==> src/rtl/mem_encrypt.sv <==
// rtl/mem_encrypt.sv - RC4 PRGA encryption engine over the shared single-port memory bus
// Reads S, XORs keystream into plaintext and writes ciphertext, one byte per 12-cycle pass.
module mem_encrypt #(
  parameter int MSG_LEN = 32
) (
  input  logic       clk,
  input  logic       reset,
  input  logic       start_sig,
  input  logic [7:0] q_data,
  output logic       finish,
  output logic       encrypt_mem_handler,
  output logic [7:0] data,
  output logic [7:0] address,
  output logic [1:0] memory_sel,
  output logic       wen
);

  typedef enum logic [3:0] {
    IDLE, RD_SI, W_SI, RD_SJ, W_SJ, WR_SI, WR_SJ,
    RD_F, W_F, RD_P, W_P, WR_C, NEXT, DONE
  } state_t;

  localparam logic [7:0] K_LAST = 8'(MSG_LEN - 1);

  localparam logic [1:0] SEL_S = 2'd0;
  localparam logic [1:0] SEL_P = 2'd1;
  localparam logic [1:0] SEL_C = 2'd2;

  state_t     state_q, state_d;
  logic [7:0] i_q, i_d;
  logic [7:0] j_q, j_d;
  logic [7:0] k_q, k_d;
  logic [7:0] si_q, si_d;
  logic [7:0] sj_q, sj_d;
  logic [7:0] f_q, f_d;

  logic       finish_q, finish_d;
  logic       handler_q, handler_d;
  logic [7:0] data_q, data_d;
  logic [7:0] addr_q, addr_d;
  logic [1:0] sel_q, sel_d;
  logic       wen_q, wen_d;

  always_ff @(posedge clk or posedge reset) begin
    if (reset) begin
      state_q   <= IDLE;
      i_q       <= '0;
      j_q       <= '0;
      k_q       <= '0;
      si_q      <= '0;
      sj_q      <= '0;
      f_q       <= '0;
      finish_q  <= 1'b0;
      handler_q <= 1'b0;
      data_q    <= '0;
      addr_q    <= '0;
      sel_q     <= '0;
      wen_q     <= 1'b0;
    end else begin
      state_q   <= state_d;
      i_q       <= i_d;
      j_q       <= j_d;
      k_q       <= k_d;
      si_q      <= si_d;
      sj_q      <= sj_d;
      f_q       <= f_d;
      finish_q  <= finish_d;
      handler_q <= handler_d;
      data_q    <= data_d;
      addr_q    <= addr_d;
      sel_q     <= sel_d;
      wen_q     <= wen_d;
    end
  end

  // Outputs are registered, so they are computed from the state being entered.
  // q_data is consumed on the edge leaving each wait state.
  always_comb begin
    state_d = state_q;
    i_d     = i_q;
    j_d     = j_q;
    k_d     = k_q;
    si_d    = si_q;
    sj_d    = sj_q;
    f_d     = f_q;

    case (state_q)
      IDLE, DONE: begin
        if (start_sig) begin
          state_d = RD_SI;
          i_d     = 8'd1;
          j_d     = '0;
          k_d     = '0;
        end
      end
      RD_SI: state_d = W_SI;
      W_SI: begin
        state_d = RD_SJ;
        si_d    = q_data;
        j_d     = j_q + q_data;
      end
      RD_SJ: state_d = W_SJ;
      W_SJ: begin
        state_d = WR_SI;
        sj_d    = q_data;
      end
      WR_SI: state_d = WR_SJ;
      WR_SJ: state_d = RD_F;
      RD_F:  state_d = W_F;
      W_F: begin
        state_d = RD_P;
        f_d     = q_data;
      end
      RD_P: state_d = W_P;
      W_P:  state_d = WR_C;
      WR_C: state_d = NEXT;
      NEXT: begin
        if (k_q == K_LAST) begin
          state_d = DONE;
        end else begin
          state_d = RD_SI;
          k_d     = k_q + 8'd1;
          i_d     = i_q + 8'd1;
        end
      end
      default: state_d = IDLE;
    endcase

    finish_d  = 1'b0;
    handler_d = 1'b1;
    data_d    = '0;
    addr_d    = '0;
    sel_d     = SEL_S;
    wen_d     = 1'b0;

    case (state_d)
      IDLE: handler_d = 1'b0;
      DONE: begin
        handler_d = 1'b0;
        finish_d  = 1'b1;
      end
      RD_SI, W_SI: addr_d = i_d;
      RD_SJ, W_SJ: addr_d = j_d;
      WR_SI: begin
        addr_d = i_q;
        data_d = sj_d;
        wen_d  = 1'b1;
      end
      WR_SJ: begin
        addr_d = j_q;
        data_d = si_q;
        wen_d  = 1'b1;
      end
      RD_F, W_F: addr_d = si_q + sj_q;
      RD_P, W_P: begin
        addr_d = k_q;
        sel_d  = SEL_P;
      end
      WR_C: begin
        addr_d = k_q;
        data_d = f_q ^ q_data;
        sel_d  = SEL_C;
        wen_d  = 1'b1;
      end
      default: ;
    endcase
  end

  assign finish              = finish_q;
  assign encrypt_mem_handler = handler_q;
  assign data                = data_q;
  assign address             = addr_q;
  assign memory_sel          = sel_q;
  assign wen                 = wen_q;

endmodule

==> config.mk <==
export PLATFORM = sky130hd
export DESIGN_NAME = mem_encrypt
export DESIGN_NICKNAME = d
export VERILOG_FILES = /design/src/rtl/mem_encrypt.sv
export SDC_FILE = /design/constraint.sdc
export NUM_CORES = 1
export LEC_CHECK = 0
export ABC_AREA = 1
export CORE_ASPECT_RATIO = 1.1
export CORE_MARGIN = 1
export CORE_UTILIZATION = 25
export DETAILED_ROUTE_END_ITERATION = 8
export SETUP_SLACK_MARGIN = 0.15
export SYNTH_ARGS = -nofsm -noshare
export SYNTH_HDL_FRONTEND = slang
export SYNTH_SLANG_ARGS = --single-unit
==> constraint.sdc <==
create_clock -name clk -period 7.69 [get_ports clk]
set_clock_uncertainty 0.2 [all_clocks]
set_input_delay 1.9225 -clock clk [delete_from_list [all_inputs] [get_ports clk]]
set_output_delay 1.9225 -clock clk [all_outputs]
set_load 0.01 [all_outputs]
# Word-level counts from Yosys, hierarchy flattened
# Cells that the tools add are included.
[totals]
reg_bits = 73
input_bits = 11
out_inout_bits = 21
word_cells = 76
[op_classes]
n_addsub = 4
eq_ne = 28
n_mux = 18
bitwise_logic = 1
n_reduce_logical = 12
[ops]
columns = ["op", "count"]
rows = [
  ["case mux 4 bit (13 select lines)", 1],
  ["two-way mux 8 bit", 6],
  ["case mux 8 bit (2 select lines)", 3],
  ["case mux 8 bit (6 select lines)", 1],
  ["== test 4 bit (second input constant)", 11],
  ["== test 4 x 3 -> 1 bit (second input constant)", 8],
  ["case mux 8 bit (3 select lines)", 1],
  ["adder 8 x 1 -> 8 bit (second input constant)", 2],
  ["adder 8 bit", 2],
  ["== test 4 x 2 -> 1 bit (second input constant)", 4],
  ["OR reduction 2 bit", 6],
  ["== test 4 x 1 -> 1 bit (second input constant)", 2],
  ["== test 8 x 5 -> 1 bit (second input constant)", 1],
  ["logical NOT 4 bit", 2],
  ["two-way mux 4 bit", 2],
  ["XOR 8 bit", 1],
  ["OR reduction 3 bit", 2],
  ["inequality test 2 bit (second input constant)", 2],
  ["case mux 2 bit (2 select lines)", 1],
  ["two-way mux 1 bit", 3],
  ["AND reduction 3 bit", 1],
  ["nonzero test 2 bit", 1],
]

# Depth between registers and ports, before layout
[depth]
ltp_word = 6
mapped_depth = 12
ltp_nobuf = 12

# Worst setup path before layout
# OpenSTA, ideal clock, no wires.
[synth_timing]
path_type = "input-to-reg"
from = "input port q_data[0]"
to = "register addr_q[4] (netlist: address[4])"
setup_ps = 126
arrival_ps = 3018
slack_ps = 4346
cell_stages = 8
path_cell_list = "ha_1 fa_1 a21oi_1 nand2_1 nand2_1 o21ai_2 nand2_1 nand3_1"
[synth_between]
elab_chain_len = 3
[synth_rtl]
columns = ["item", "line_no", "rtl"]
rows = [
  ["start: declaration", "9", "input logic [7:0] q_data,"],
  ["adder 8 bit", "100", "j_d = j_q + q_data;"],
  ["case mux 8 bit (2 select lines)", "87", "case (state_q)"],
  ["net j_d[4]", "31", "logic [7:0] j_q, j_d;"],
  ["case mux 8 bit (6 select lines)", "136", "case (state_d)"],
  ["net addr_d[4]", "40", "logic [7:0] addr_q, addr_d;"],
  ["end signal: assignment", "70", "addr_q <= addr_d;"],
  ["end: declaration", "40", ""],
]
# The timed path passes the listed nets, and every way through them passes these cells.
# A chain may end at the register's enable or synchronous reset.

# Final worst setup path
[layout_timing]
from = "input port q_data[0]"
to = "register addr_q[6] (netlist: address[6])"
# The elaborated chain is that of the path after synthesis.

==> results_dict.tcl <==
set metrics [dict create \
    outcome "finished clean" \
    power_frac_seq_pct 37.8 \
    tightest_slew_ns 0.946 \
    grt_max_degree 74 \
    period_share_pct 48.0 \
    hold_start "sj_q[3]" \
    internal_power_uw 832 \
    min_period_ns 3.69 \
    drc_errors 0 \
    clkLatencyLatePin_ns 0.34 \
    tns_ns 0 \
    ir_drop_mv 0.132 \
    crit_top_cell "nand3_1" \
    crit_buf_inv 1 \
    r2r-start "state_q[2]" \
    cp_top_family "adder cells" \
    first_pass_iters 4 \
    final_common_cell "nand2_1" \
    ff2ff_path_depth 10 \
    clk_pin_slew_worst_paths_ns 0.06 \
    fin_nets 614 \
    post_cts.repair.setup_buffers 0 \
    ys_ff_latch 73 \
    p_per_area_nw_per_um2 224 \
    multi_input_area_um2 2020 \
    antenna_found_initial 0 \
    start_kind "input pin" \
    final-max-slew-violation-count 0 \
    ys_types 34 \
    routedWlPerCell_um 12.9 \
    yosysWarnings 0 \
    clock.fmax_mhz 271 \
    mostFrequentLayoutCells "181 x nand2_1, 75 x inv_1, 73 x dfrtp_1, 53 x nand3_1, 33 x o21ai_0" \
    crit_type "input pin to flop" \
    grt.overflow.total 0 \
    cts_tree "built" \
    slowest_delay_ns 0.51 \
    final_hold_viol_count 0 \
    final_antenna_net_count 0 \
    critPathSlowestCell "clkdlybuf4s50_1" \
    grt_pass1_wl_um 17300 \
    path_cells "clkdlybuf4s50_1, ha_1, fa_1, nand3_1, nand4_1, nand3_1, nand2_1, nand2_1, nand3_1" \
    syn-cell-area_um2 4220 \
    rsz0062_at_grt "no" \
    p_leak_nw 2.58 \
    core_um2 16400 \
    avgViaCountPerCell 4.53 \
    area_delta_synth_final_pct 20.5 \
    totalWireLength_um 10300 \
    yosysSeqAreaShare_pct 43.3 \
    regArea_um2 1830 \
    die-area_um2 17400 \
    numCtsBuffers 9 \
    p_sw_share_pct 27.0 \
    max-slew-margin-rel_pct 36.9 \
    ctsResizeCount 0 \
    first_global_vias 3499 \
    die_h_um 138 \
    cts_htree_levels 3 \
    cts-root-buf "clkbuf_16" \
    die_w_um 126 \
    arrival_ns 3.70 \
    grt_usage_pct 12.7 \
    initial_core_util_pct 25.7 \
    synth_area_leaders "dfrtp_1 43%, nand2_1 16%, inv_1 6.8%" \
    cp-end-kind "flop" \
    hold_buffers 0 \
    gp_congestion 0.806 \
    drv_cap 0 \
    power_frac_clock_pct 45.8 \
    cp_max_fo 4 \
    setup_viol 0 \
    drt_iter0_markers 197 \
    ios 32 \
    required_ns 7.70 \
    startpoint "q_data[0]" \
    clock-sinks 73 \
    antenna_cells 0 \
    syn_nets 580 \
    synth_top_area_share_pct 43.3 \
    comb_power_share_pct 16.4 \
    synth_area_leader_cell "dfrtp_1" \
    final_core_util_pct 30.9 \
    dpl.hpwl_um 7320 \
    port-buffer-count 31 \
    fillCellCount 1758 \
    via_count 3595 \
    min_path_type "flop to flop" \
    endpoint "address[6]" \
    cts_buffer_depth 2 \
    synthCells 551 \
    rows 49 \
    cp_num_cells 9 \
    syn-mean-instance-area_um2 7.65 \
    switchingPower_uw 308 \
    r2r-end "address[7]" \
    reg2reg_slack_ns 5.28 \
    drive_gt1_share_pct 6.27 \
]
synthesized netlist by cell type (all sizes together):
master and count:
fa 2, nor3 3, dfrtp 73, a21oi 12, a211oi 2, nor3b 2, clkbuf 2, a21boi 1
nand3 54, nand2 185, nor2 32, and2 4, xnor2 10, nand4 10, xor2 4, ha 16
buf 7, o22ai 5, inv 78, o21ai 38, or2 2, o211ai 9
per-stage QoR:
step | instances | cell area [um2] | setup slack (ns) | hold WS, ns | power, mW
global route | 794 | 5080 | 3.86 | 0.322 | 1.20
CTS | 794 | 5080 | 4.01 | 0.289 | 1.15
detailed placement | 778 | 4720 | 3.67 | 0.272 | 0.622
finish | 794 | 5080 | 4.00 | 0.287 | 1.14
global placement | 778 | 4720 | 3.67 | 0.270 | 0.620
floorplan | 551 | 4220 | 3.71 | 0.253 | 0.577
how the worst min path moves through the flow:
stage / end / slack (ns) / depth (start not counted)
after floorplan: sj_q[0] / 0.25 / 2
after global placement: sj_q[2] / 0.27 / 2
after detailed placement: sj_q[2] / 0.27 / 2
after CTS: sj_q[3] / 0.29 / 2
after global routing: sj_q[4] / 0.32 / 2
final: sj_q[3] / 0.29 / 2
final cells by class:
class | instances | share of cell area [%]
clock buffer | 9 | 4.43
multi-input combinational | 391 | 39.8
tap | 204 | 5.02
timing repair buffer | 32 | 6.25
sequential | 73 | 35.9
inverter | 78 | 5.78
clock inverter | 7 | 2.81
tightest hold or removal path, delay by kind of cell, from the launching register on:
kind | cells | cell delay, ns
simple gates | 2 | 0.11
flops | 1 | 0.34
flip-flops by register name (all words and copies together) (netlist names):
signal               cells
i_q                      8
j_q                      8
encrypt_mem_handler      1
address                  8
wen                      1
si_q                     8
k_q                      8
memory_sel               2
state_q                  4
sj_q                     8
finish                   1
data                     8
f_q                      8
per-layer routing:
layer  up-vias  wire, um  GRT usage, %
met5         -         0             0
met4         0       213          6.09
met3        16       339          1.93
met2        59      4810          20.6
met1      1677      4890          16.5
li1       1843         -             -
logic make-up after synthesis:
family | Yosys count | synth area share [%]
compound gates | 67 | 8.99
xor+xnor | 14 | 2.91
flops | 73 | 43.3
simple gates | 292 | 30.3
fa+ha+maj | 18 | 5.70
buf+inv | 87 | 8.75
power by group through the flow:
stage	clock (mW)	sequential, mW	combinational (mW)
finish	0.522	0.431	0.186
global route	0.549	0.434	0.216
CTS	0.532	0.431	0.186
detailed placement	0	0.438	0.184
global placement	0	0.438	0.182
floorplan	0	0.432	0.146
Note: power is estimated with default switching activity, not from simulation.
